File: src/rtl/pipeline_pkg.sv
// pipeline_pkg: definitions shared by the RV32I pipeline stages.
//   - opcode constants for the instruction classes the main decoder recognises
//   - ALUOp encodings passed from the decoder to ALU control
//   - ctrl_t: packed control-bit bundle carried down the pipeline
//   - CTRL_NOP: control bundle with no side effects (used for bubbles)
package pipeline_pkg;

  localparam logic [6:0] R_TYPE = 7'b0110011;
  localparam logic [6:0] LW     = 7'b0000011;
  localparam logic [6:0] SW     = 7'b0100011;
  localparam logic [6:0] BR     = 7'b1100011;
  localparam logic [6:0] I_TYPE = 7'b0010011;

  localparam logic [1:0] ALUOP_MEM    = 2'b00;  // LW/SW: address add
  localparam logic [1:0] ALUOP_BRANCH = 2'b01;  // branch compare
  localparam logic [1:0] ALUOP_RI     = 2'b10;  // R/I-type: funct fields decide

  typedef struct packed {
    logic       alusrc;
    logic       memtoreg;
    logic       regwrite;
    logic       memread;
    logic       memwrite;
    logic [1:0] aluop;
    logic       branch;
  } ctrl_t;

  localparam ctrl_t CTRL_NOP = '0;

endpackage

File: src/rtl/id_ex_stage_load_use_detect.sv
// load_use_detect: combinational load-use hazard detector.
//   in : ex_valid, ex_memread, ex_rd   - instruction currently in EX
//   in : id_valid, id_rs1, id_rs2,
//        id_alusrc, id_memwrite        - instruction currently in ID
//   out: hz - ID reads the register the EX load has not yet produced
module load_use_detect
  import pipeline_pkg::*;
#(
  parameter int REGIDX = 5
) (
  input  logic              ex_valid,
  input  logic              ex_memread,
  input  logic [REGIDX-1:0] ex_rd,
  input  logic              id_valid,
  input  logic [REGIDX-1:0] id_rs1,
  input  logic [REGIDX-1:0] id_rs2,
  input  logic              id_alusrc,
  input  logic              id_memwrite,
  output logic              hz
);

  logic load_in_ex;
  logic rs2_used;

  // x0 is hardwired to zero, so a load targeting it never produces a value.
  assign load_in_ex = ex_valid & ex_memread & id_valid & (ex_rd != '0);

  // rs2 is a real source for R-type and branches (alusrc=0) and for stores,
  // which read rs2 as store data even though the ALU takes the immediate.
  assign rs2_used = ~id_alusrc | id_memwrite;

  assign hz = load_in_ex & ((ex_rd == id_rs1) | (rs2_used & (ex_rd == id_rs2)));

endmodule

File: src/rtl/id_ex_stage.sv
// id_ex_stage: ID/EX pipeline register of the five-stage RV32I core.
//   in : clk, reset (synchronous, active-high)
//   in : id_* - decoded control bits, operands, indices and funct fields
//   in : ex_flush - taken branch resolved in EX this cycle
//   out: ex_* - registered copies of every id_* field, ex_valid
//   out: stall - combinational; hold PC and IF/ID this cycle
//   out: stall_count, flush_count - saturating event counters
// A flush or a load-use hazard loads a bubble (everything zero) into EX.
module id_ex_stage
  import pipeline_pkg::*;
#(
  parameter int XLEN   = 32,
  parameter int REGIDX = 5
) (
  input  logic              clk,
  input  logic              reset,
  input  logic              id_valid,
  input  logic              id_alusrc,
  input  logic              id_memtoreg,
  input  logic              id_regwrite,
  input  logic              id_memread,
  input  logic              id_memwrite,
  input  logic              id_branch,
  input  logic [1:0]        id_aluop,
  input  logic [XLEN-1:0]   id_pc,
  input  logic [XLEN-1:0]   id_rd1,
  input  logic [XLEN-1:0]   id_rd2,
  input  logic [XLEN-1:0]   id_imm,
  input  logic [REGIDX-1:0] id_rs1,
  input  logic [REGIDX-1:0] id_rs2,
  input  logic [REGIDX-1:0] id_rd,
  input  logic [2:0]        id_funct3,
  input  logic [6:0]        id_funct7,
  input  logic              ex_flush,
  output logic              ex_valid,
  output logic              ex_alusrc,
  output logic              ex_memtoreg,
  output logic              ex_regwrite,
  output logic              ex_memread,
  output logic              ex_memwrite,
  output logic              ex_branch,
  output logic [1:0]        ex_aluop,
  output logic [XLEN-1:0]   ex_pc,
  output logic [XLEN-1:0]   ex_rd1,
  output logic [XLEN-1:0]   ex_rd2,
  output logic [XLEN-1:0]   ex_imm,
  output logic [REGIDX-1:0] ex_rs1,
  output logic [REGIDX-1:0] ex_rs2,
  output logic [REGIDX-1:0] ex_rd,
  output logic [2:0]        ex_funct3,
  output logic [6:0]        ex_funct7,
  output logic              stall,
  output logic [XLEN-1:0]   stall_count,
  output logic [XLEN-1:0]   flush_count
);

  ctrl_t id_ctrl;
  logic  hz;

  ctrl_t             ctrl_d,   ctrl_q;
  logic              valid_d,  valid_q;
  logic [XLEN-1:0]   pc_d,     pc_q;
  logic [XLEN-1:0]   rd1_d,    rd1_q;
  logic [XLEN-1:0]   rd2_d,    rd2_q;
  logic [XLEN-1:0]   imm_d,    imm_q;
  logic [REGIDX-1:0] rs1_d,    rs1_q;
  logic [REGIDX-1:0] rs2_d,    rs2_q;
  logic [REGIDX-1:0] rd_d,     rd_q;
  logic [2:0]        funct3_d, funct3_q;
  logic [6:0]        funct7_d, funct7_q;
  logic [XLEN-1:0]   stall_count_d, stall_count_q;
  logic [XLEN-1:0]   flush_count_d, flush_count_q;

  assign id_ctrl = {id_alusrc, id_memtoreg, id_regwrite, id_memread,
                    id_memwrite, id_aluop, id_branch};

  load_use_detect #(.REGIDX(REGIDX)) u_load_use_detect (
    .ex_valid    (valid_q),
    .ex_memread  (ctrl_q.memread),
    .ex_rd       (rd_q),
    .id_valid    (id_valid),
    .id_rs1      (id_rs1),
    .id_rs2      (id_rs2),
    .id_alusrc   (id_alusrc),
    .id_memwrite (id_memwrite),
    .hz          (hz)
  );

  // A flush already discards whatever ID holds, so holding it would be wasted.
  assign stall = hz & ~ex_flush;

  always_comb begin
    // NOTE: every signal gets a default before any branch, so no path through
    // the block leaves a variable unassigned and no latch is inferred.
    // The default is the bubble; only the capture path overrides it.
    ctrl_d   = CTRL_NOP;
    valid_d  = 1'b0;
    pc_d     = '0;
    rd1_d    = '0;
    rd2_d    = '0;
    imm_d    = '0;
    rs1_d    = '0;
    rs2_d    = '0;
    rd_d     = '0;
    funct3_d = '0;
    funct7_d = '0;
    if (!ex_flush && !hz) begin
      // An empty ID slot keeps its data but must not carry side effects.
      ctrl_d   = id_valid ? id_ctrl : CTRL_NOP;
      valid_d  = id_valid;
      pc_d     = id_pc;
      rd1_d    = id_rd1;
      rd2_d    = id_rd2;
      imm_d    = id_imm;
      rs1_d    = id_rs1;
      rs2_d    = id_rs2;
      rd_d     = id_rd;
      funct3_d = id_funct3;
      funct7_d = id_funct7;
    end

    stall_count_d = stall_count_q;
    if (stall && (stall_count_q != '1)) stall_count_d = stall_count_q + 1'b1;

    flush_count_d = flush_count_q;
    if (ex_flush && (flush_count_q != '1)) flush_count_d = flush_count_q + 1'b1;
  end

  // NOTE: sequential state uses non-blocking assignments so every flop samples
  // the pre-edge values regardless of statement order.
  always_ff @(posedge clk) begin
    // NOTE: reset is synchronous: it only acts at a rising edge, so the
    // outputs keep their old values until the first edge with reset high.
    if (reset) begin
      ctrl_q        <= CTRL_NOP;
      valid_q       <= 1'b0;
      pc_q          <= '0;
      rd1_q         <= '0;
      rd2_q         <= '0;
      imm_q         <= '0;
      rs1_q         <= '0;
      rs2_q         <= '0;
      rd_q          <= '0;
      funct3_q      <= '0;
      funct7_q      <= '0;
      stall_count_q <= '0;
      flush_count_q <= '0;
    end else begin
      ctrl_q        <= ctrl_d;
      valid_q       <= valid_d;
      pc_q          <= pc_d;
      rd1_q         <= rd1_d;
      rd2_q         <= rd2_d;
      imm_q         <= imm_d;
      rs1_q         <= rs1_d;
      rs2_q         <= rs2_d;
      rd_q          <= rd_d;
      funct3_q      <= funct3_d;
      funct7_q      <= funct7_d;
      stall_count_q <= stall_count_d;
      flush_count_q <= flush_count_d;
    end
  end

  assign ex_valid    = valid_q;
  assign ex_alusrc   = ctrl_q.alusrc;
  assign ex_memtoreg = ctrl_q.memtoreg;
  assign ex_regwrite = ctrl_q.regwrite;
  assign ex_memread  = ctrl_q.memread;
  assign ex_memwrite = ctrl_q.memwrite;
  assign ex_branch   = ctrl_q.branch;
  assign ex_aluop    = ctrl_q.aluop;
  assign ex_pc       = pc_q;
  assign ex_rd1      = rd1_q;
  assign ex_rd2      = rd2_q;
  assign ex_imm      = imm_q;
  assign ex_rs1      = rs1_q;
  assign ex_rs2      = rs2_q;
  assign ex_rd       = rd_q;
  assign ex_funct3   = funct3_q;
  assign ex_funct7   = funct7_q;
  assign stall_count = stall_count_q;
  assign flush_count = flush_count_q;

endmodule

File: config.mk
export PLATFORM = sky130hd
export DESIGN_NAME = id_ex_stage
export DESIGN_NICKNAME = d
export VERILOG_FILES = /design/src/rtl/pipeline_pkg.sv /design/src/rtl/id_ex_stage_load_use_detect.sv /design/src/rtl/id_ex_stage.sv
export SDC_FILE = /design/constraint.sdc
export NUM_CORES = 1
export LEC_CHECK = 0
export BUFFER_PORTS_ARGS = -buffer_cell sky130_fd_sc_hd__buf_4
export CAP_MARGIN = 20
export CORE_AREA = 2 2 153 155
export CTS_BUF_LIST = sky130_fd_sc_hd__clkbuf_8
export DETAILED_ROUTE_END_ITERATION = 16
export DIE_AREA = 0 0 155 157
export HOLD_SLACK_MARGIN = 0.06
export PLACE_DENSITY = 0.73
export SLEW_MARGIN = 20
export SYNTH_ARGS = -nofsm -noshare
export SYNTH_HDL_FRONTEND = slang
export SYNTH_SLANG_ARGS = --single-unit
File: constraint.sdc
create_clock -name clk -period 7.08 [get_ports clk]
set_input_delay 0.708 -clock clk [delete_from_list [all_inputs] [get_ports clk]]
set_output_delay 0.708 -clock clk [all_outputs]
set_load 0.03 [all_outputs]
==> flow_metrics.env, run 1 <==
export IMPL_status="finished clean"
export IMPL_synth_edff_count=0
export IMPL_final_common_cell="buf_4"
export IMPL_synth_compound_area_share_pct=4.131
export IMPL_layout_drive_gt1_share_pct=39.76
export IMPL_seq_power_share_pct=48.4
export IMPL_vdd_drop_max_v=0.0001494
export IMPL_routed_wl_um=24250
export IMPL_avgSynthCellArea_um2=10.42
export IMPL_cp_required_ns=7.55
export IMPL_synth_nets=905
export IMPL_multi_input_area_um2=2975
export IMPL_die_h_um=157
export IMPL_clk_latency_ns=0.52
export IMPL_rsz0062_at_grt="false"
export IMPL_post_cts_buffers=0
export IMPL_clockBufferDepth=3
export IMPL_synth_top_family_by_area="simple AND/OR/NAND/NOR gates"
export IMPL_skew_ns=0.02144
export IMPL_post_cts_resized=0
export IMPL_crit_chain="or4_1, o2111ai_2, nor2b_1, nor3_4, buf_4, buf_4, and3_1"
export IMPL_rows=55
export IMPL_cts_sinks=226
export IMPL_leakage_nw=5.337
export IMPL_numPortBuffers=391
export IMPL_die_x_um=155
export IMPL_dp_cells=1380
export IMPL_worst_path_most_repeated_cell="buf_4"
export IMPL_fin_crit_sh_pct=43.77
export IMPL_worst_path_max_delay_cell="buf_4"
export IMPL_yosys_area_share_simple_pct=27.68
export IMPL_clk_pin_slew_ns=0.06
export IMPL_yosys_area_top_type="dfxtp_1"
export IMPL_initial_core_util_pct=34.19
export IMPL_ios=392
export IMPL_dp_hpwl_um=18260
export IMPL_hold_viol=0
export IMPL_path_max_fanout=100
export IMPL_drv_cap=0
export IMPL_ys_seq_area_share_pct=58.81
export IMPL_remaining_drc_errors=0
export IMPL_regArea_um2=4524
export IMPL_vias=6562
export IMPL_ant_nets=0
export IMPL_layout_common_cells="buf_4 (395), dfxtp_1 (226), and2_1 (155)"
export IMPL_area_growth_pct=51.11
export IMPL_hold_path_class="in -> reg"
export IMPL_htreeDepth=2
export IMPL_slowest_delay_ns=0.66
export IMPL_synth_fa_ha_area_share_pct=0.3253
export IMPL_power_share_clock_pct=41.9
export IMPL_path_buf_inv=2
export IMPL_synth_cell_area_um2=7694
export IMPL_clockRootBuffer="clkbuf_8"
export IMPL_wl_per_cell_um=16.71
export IMPL_intPower_mw=2.075
export IMPL_finalNonFillerCells=1451
export IMPL_fin_ws_ns=3.981
export IMPL_crit_family="buffers and inverters"
export IMPL_grt_pass1_vias=6365
export IMPL_end_kind="flop"
export IMPL_tns_ns=0
export IMPL_viasPerCell=4.522
export IMPL_num_nets_final=1304
export IMPL_netlist_instances=738
export IMPL_finalCriticalPeriod_ns=3.099
export IMPL_cp_start_kind="flop"
export IMPL_cp_arrival_ns=3.56
export IMPL_grt_use_total_pct=19.18
export IMPL_switchingPower_mw=0.6658
export IMPL_tritoncts="yes"
export IMPL_synthFlopType="dfxtp_1"
export IMPL_core_area_um2=22500
export IMPL_routabilityCongestion=0.8278
export IMPL_final_max_slew_viol_count=0
export IMPL_synth_xor_area_share_pct=5.464
export IMPL_worstSetupPathType="reg -> reg"
export IMPL_fmaxAchievable_mhz=322.7
export IMPL_dp_slack_ns=3.936
export IMPL_tightest_slew_ns=0.7655
export IMPL_switching_share_pct=24.29
export IMPL_max_slew_margin_pct=48.97
export IMPL_power_density_nw_per_um2=235.7
export IMPL_synth_seq_cells=226
export IMPL_synth_mux_area_fraction_pct=0.9920
export IMPL_yosysTopAreaCellShare_pct=58.81
export IMPL_dieArea_um2=24340
export IMPL_synthTopCellsByArea="dfxtp_1 (59%), and2_1 (13%), xor2_1 (3.8%), nor2_1 (2.7%), nand3_1 (2.0%)"
export IMPL_grt_max_degree=101
export IMPL_setup_viol=0
export IMPL_n_fill_cell=2087
export IMPL_async_flop_share_pct=0
export IMPL_ys_warn_count=0
export IMPL_yosysUniqueCellTypes=49
export IMPL_firstDrtPassIters=5
export IMPL_cts_buffers_inserted=40
export IMPL_grt_overflow_total=0
export IMPL_fin_hold_ws_ns=0.3851
export IMPL_ctsHoldBuffers=0
export IMPL_power_frac_comb_pct=9.7
export IMPL_grt_pass1_wl_um=35960
export IMPL_drt_iter0_drc=264
export IMPL_antenna_found_initial=4
-- cells in the mapped netlist, types with 5 or more instances --
cell type and number:
and3_1 17, nand4_1 23, buf_2 11, or4_1 13, nand3_1 31, clkbuf_1 23
a21oi_1 17, and4_1 12, inv_1 8, dfxtp_1 226, o31ai_1 10, nand2_1 19
o21ai_0 9, and2_1 155, xnor2_1 15, xor2_1 33, nor2_1 55, nor2b_1 9
nor4_1 5, or3_1 8
-- metrics by stage --
| step | instance area (µm²) | total power [mW] | utilization [%] |
|---|---|---|---|
| after global placement | 10850 | 1.617 | 48.20 |
| after CTS | 11610 | 2.782 | 51.59 |
| after floorplan | 7694 | 1.475 | - |
| final | 11630 | 2.740 | 51.67 |
| after global routing | 11630 | 2.858 | 51.67 |
| after detailed placement | 10850 | 1.620 | 48.20 |
-- cell type report --
type	count	area share, %
Clock buffer	47	5.564
Tap cell	285	3.067
Multi-Input combinational cell	466	25.59
Antenna cell	4	0.08610
Timing Repair Buffer	395	25.51
Clock inverter	20	1.012
Sequential cell	226	38.92
Inverter	8	0.2583
-- registers in the layout, summed over array words and instances, names as in the netlist, 2 cells and up --
name	count
ex_rd1	32
ex_pc	32
ex_rd	5
stall_count	32
ex_imm	32
ex_funct7	7
flush_count	32
ex_aluop	2
ex_rs2	5
ex_rd2	32
ex_rs1	5
ex_funct3	3
-- path summary, 6_finish.rpt --
| path | from | end | slack [ns] | cells after the start |
|---|---|---|---|---|
| setup / recovery | ex_rd[0] | ex_regwrite | 3.98 | 7 |
| hold / removal | id_imm[10] | ex_imm[10] | 0.39 | 2 |
| setup reg to reg | ex_rd[0] | ex_regwrite | 3.98 | 7 |
| hold reg to reg | stall_count[8] | stall_count[8] | 0.51 | 2 |
-- layer usage --
layer  part of all wire (%)  global-route usage, %  vias up
met3                     10                  8.728       35
met1                     38                  21.38     3009
met2                     49                  32.04      250
met5                      0                      0        -
li1                       -                      -     3268
met4                    2.5                  7.540        0
-- kinds of logic (layout without fill, tap and decap cells) --
group | Yosys count | in the layout
AO/OA/AOI/OAI | 46 | 46
XOR/XNOR | 48 | 48
adder cells (fa/ha/maj) | 2 | 2
buffers and inverters | 46 | 470
flip-flops | 226 | 226
multiplexers | 7 | 7
other | 0 | 4
AND/OR/NAND/NOR | 363 | 363
-- power groups by stage --
stage               registers (mW)  logic, mW  clock network, mW
global placement              1.35      0.266                  0
CTS                           1.32      0.269               1.19
detailed placement            1.35      0.268                  0
finish                        1.33      0.266               1.15
floorplan                     1.43     0.0488                  0
global route                  1.33      0.282               1.25
(Power assumes the default switching activity.)
==> run 2: changes to the inputs <==
CORE_AREA = 2 2 151 153   (was 2 2 153 155)
DIE_AREA = 0 0 153 155   (was 0 0 155 157)
PLACE_DENSITY = 0.77   (was 0.73)
clock period = 2.5 ns   (was 7.08 ns; I/O delays follow)
==> run 2 against run 1 <==
  * Global-route usage grew 5.2 points
  * First-iteration DRC count grew 30%
  * Non-clock buffer count is 191 higher
  * Sequential cell count is the same
  * Sequential power rose to 2.8 times the previous value
  * Critical endpoint is now ex_memtoreg
  * Largest cell class is now buffers
  * Highest routed layer is now met5
==> flow_metrics.env, run 2 (synthesis results as in run 1) <==
export IMPL_cp_arrival_ns=2.83
export IMPL_vdd_drop_max_v=0.0005373
export IMPL_wl_per_cell_um=18.14
export IMPL_cts_buffers_inserted=39
export IMPL_finalCriticalPeriod_ns=2.366
export IMPL_wl_met3_um=2196
export IMPL_die_h_um=155
export IMPL_dieArea_um2=23720
export IMPL_tightest_slew_ns=0.7221
export IMPL_antenna_found_initial=12
export IMPL_rsz0062_at_grt="false"
export IMPL_drv_cap=0
export IMPL_crit_start="id_rs2[1]"
export IMPL_n_fill_cell=1679
export IMPL_leakage_nw=6.205
export IMPL_remaining_drc_errors=0
export IMPL_core_area_um2=22230
export IMPL_cp_start_kind="input pin"
export IMPL_rr_startpoint="ex_rd[3]"
export IMPL_fin_ws_ns=0.1344
export IMPL_grt_use_total_pct=24.34
export IMPL_rrSetupSlack_ns=0.19
export IMPL_r2r_end="stall_count[13]"
export IMPL_fin_hold_ws_ns=0.1348
export IMPL_area_growth_pct=77.09
export IMPL_die_x_um=153
export IMPL_hold_viol=0
export IMPL_hold_path_class="in -> reg"
export IMPL_endpoint="ex_memtoreg"
export IMPL_setup_viol=0
export IMPL_tritoncts="yes"
export IMPL_routabilityCongestion=0.8374
export IMPL_power_mw=8.235
export IMPL_tns_ns=0
export IMPL_path_max_fanout=61
export IMPL_clk_pin_slew_ns=0.06
export IMPL_dp_hpwl_um=19110
export IMPL_ios=392
export IMPL_max_slew_margin_pct=51.42
export IMPL_rows=55
export IMPL_end_kind="flop"
export IMPL_wl_met1_um=10860
export IMPL_firstDrtPassIters=4
export IMPL_dp_cells=1406
export IMPL_viasPerCell=4.665
export IMPL_numPortBuffers=391
export IMPL_num_nets_final=1494
export IMPL_wl_met2_um=15710
export IMPL_clockBufferDepth=3
export IMPL_grt_max_degree=62
export IMPL_finalNonFillerCells=1656
export IMPL_cts_sinks=226
export IMPL_grt_overflow_total=0
export IMPL_clockRootBuffer="clkbuf_8"
export IMPL_ant_nets=0
export IMPL_r2r_cells=8
export IMPL_top_layer="met5"
export IMPL_fin_crit_sh_pct=94.62
export IMPL_layout_drive_gt1_share_pct=36.65
export IMPL_routed_wl_um=30040
export IMPL_final_max_slew_viol_count=0
export IMPL_grt_pass1_vias=8172
export IMPL_worstSetupPathType="in -> reg"
export IMPL_initial_core_util_pct=34.61
export IMPL_cp_required_ns=2.96
export IMPL_htreeDepth=2
export IMPL_vias=7725
export IMPL_power_density_nw_per_um2=604.5
export IMPL_fmaxAchievable_mhz=422.7
export IMPL_clk_latency_ns=0.53
export IMPL_skew_ns=0.02775
export IMPL_dp_slack_ns=0.1632
export IMPL_drt_iter0_drc=342
export IMPL_status="finished clean"
export IMPL_layout_common_cells="buf_4 (418), dfxtp_1 (224), dlygate4sd3_1 (162)"
export IMPL_grt_pass1_wl_um=45190
export IMPL_final_common_cell="buf_4"
run 2: cell types whose count changed in the layout (fill, tap and decap cells not counted), moves of 2 or more:
cell and change:
buf_12 +5, buf_4 +23, clkbuf_8 +3, clkinv_2 -2, dfxtp_1 -2, dfxtp_2 +2, diode_2 +11, dlygate4sd3_1 +162
inv_1 +2
run 2: metal layers:
layer | global-route usage [%] | up-vias
li1 | - | 3662
met1 | 25.43 | 3646
met2 | 44.01 | 328
met3 | 7.883 | 87
met4 | 12.21 | 2
met5 | 0 | -
run 2: worst max-delay path: stages:
cell and delay, ns:
dlygate4sd3_1 0.54, buf_4 0.14, xnor2_1 0.11, buf_4 0.12
o21ai_0 0.08, buf_4 0.14, o22ai_2 0.08, buf_4 0.14
buf_4 0.15, buf_4 0.12, nor2b_1 0.14, nor3_4 0.21
buf_12 0.15, buf_12 0.21, and3_1 0.21
run 2: cell type report:
cell class | count | area, µm² | share of cell area, %
clock buffers | 50 | 688.2 | 5.051
clock inverters | 20 | 115.1 | 0.8449
well taps | 285 | 356.6 | 2.617
inverters | 8 | 30.03 | 0.2204
multi-input cells | 466 | 2999 | 22.01
flip-flops and latches | 226 | 4527 | 33.23
repair buffers | 586 | 4871 | 35.75
diodes | 15 | 37.54 | 0.2755
run 2: how the worst min path moves through the flow:
stage,from,endpoint,cells past startpoint
after global routing,reset,stall_count[17],2
after CTS,reset,stall_count[17],2
after global placement,id_imm[28],ex_imm[28],2
after floorplan,id_funct3[0],ex_funct3[0],1
final,reset,stall_count[10],2
after detailed placement,id_imm[14],ex_imm[14],2
run 2: report_power, final:
group / internal [mW] / leakage, nW / switching, mW / total, mW
clock network: 1.90 / 0.463 / 1.54 / 3.44
logic: 0.547 / 3.90 / 0.489 / 1.04
registers: 3.71 / 1.85 / 0.0491 / 3.76
run 2: through the flow:
stage	util (%)	area, µm²
floorplan	-	7696
global placement	49.91	11090
detailed placement	49.91	11090
CTS	60.95	13550
global route	61.26	13620
finish	61.29	13620
run 2: repair_timing:
item / CTS / global route
setup endpoints to repair: 1 / 69
endpoints found under the hold margin: 162 / 0
resized for setup: 2 / 3
hold buffers: 162 / 0
setup buffers: 2 / 1
pin swaps: 1 / 1
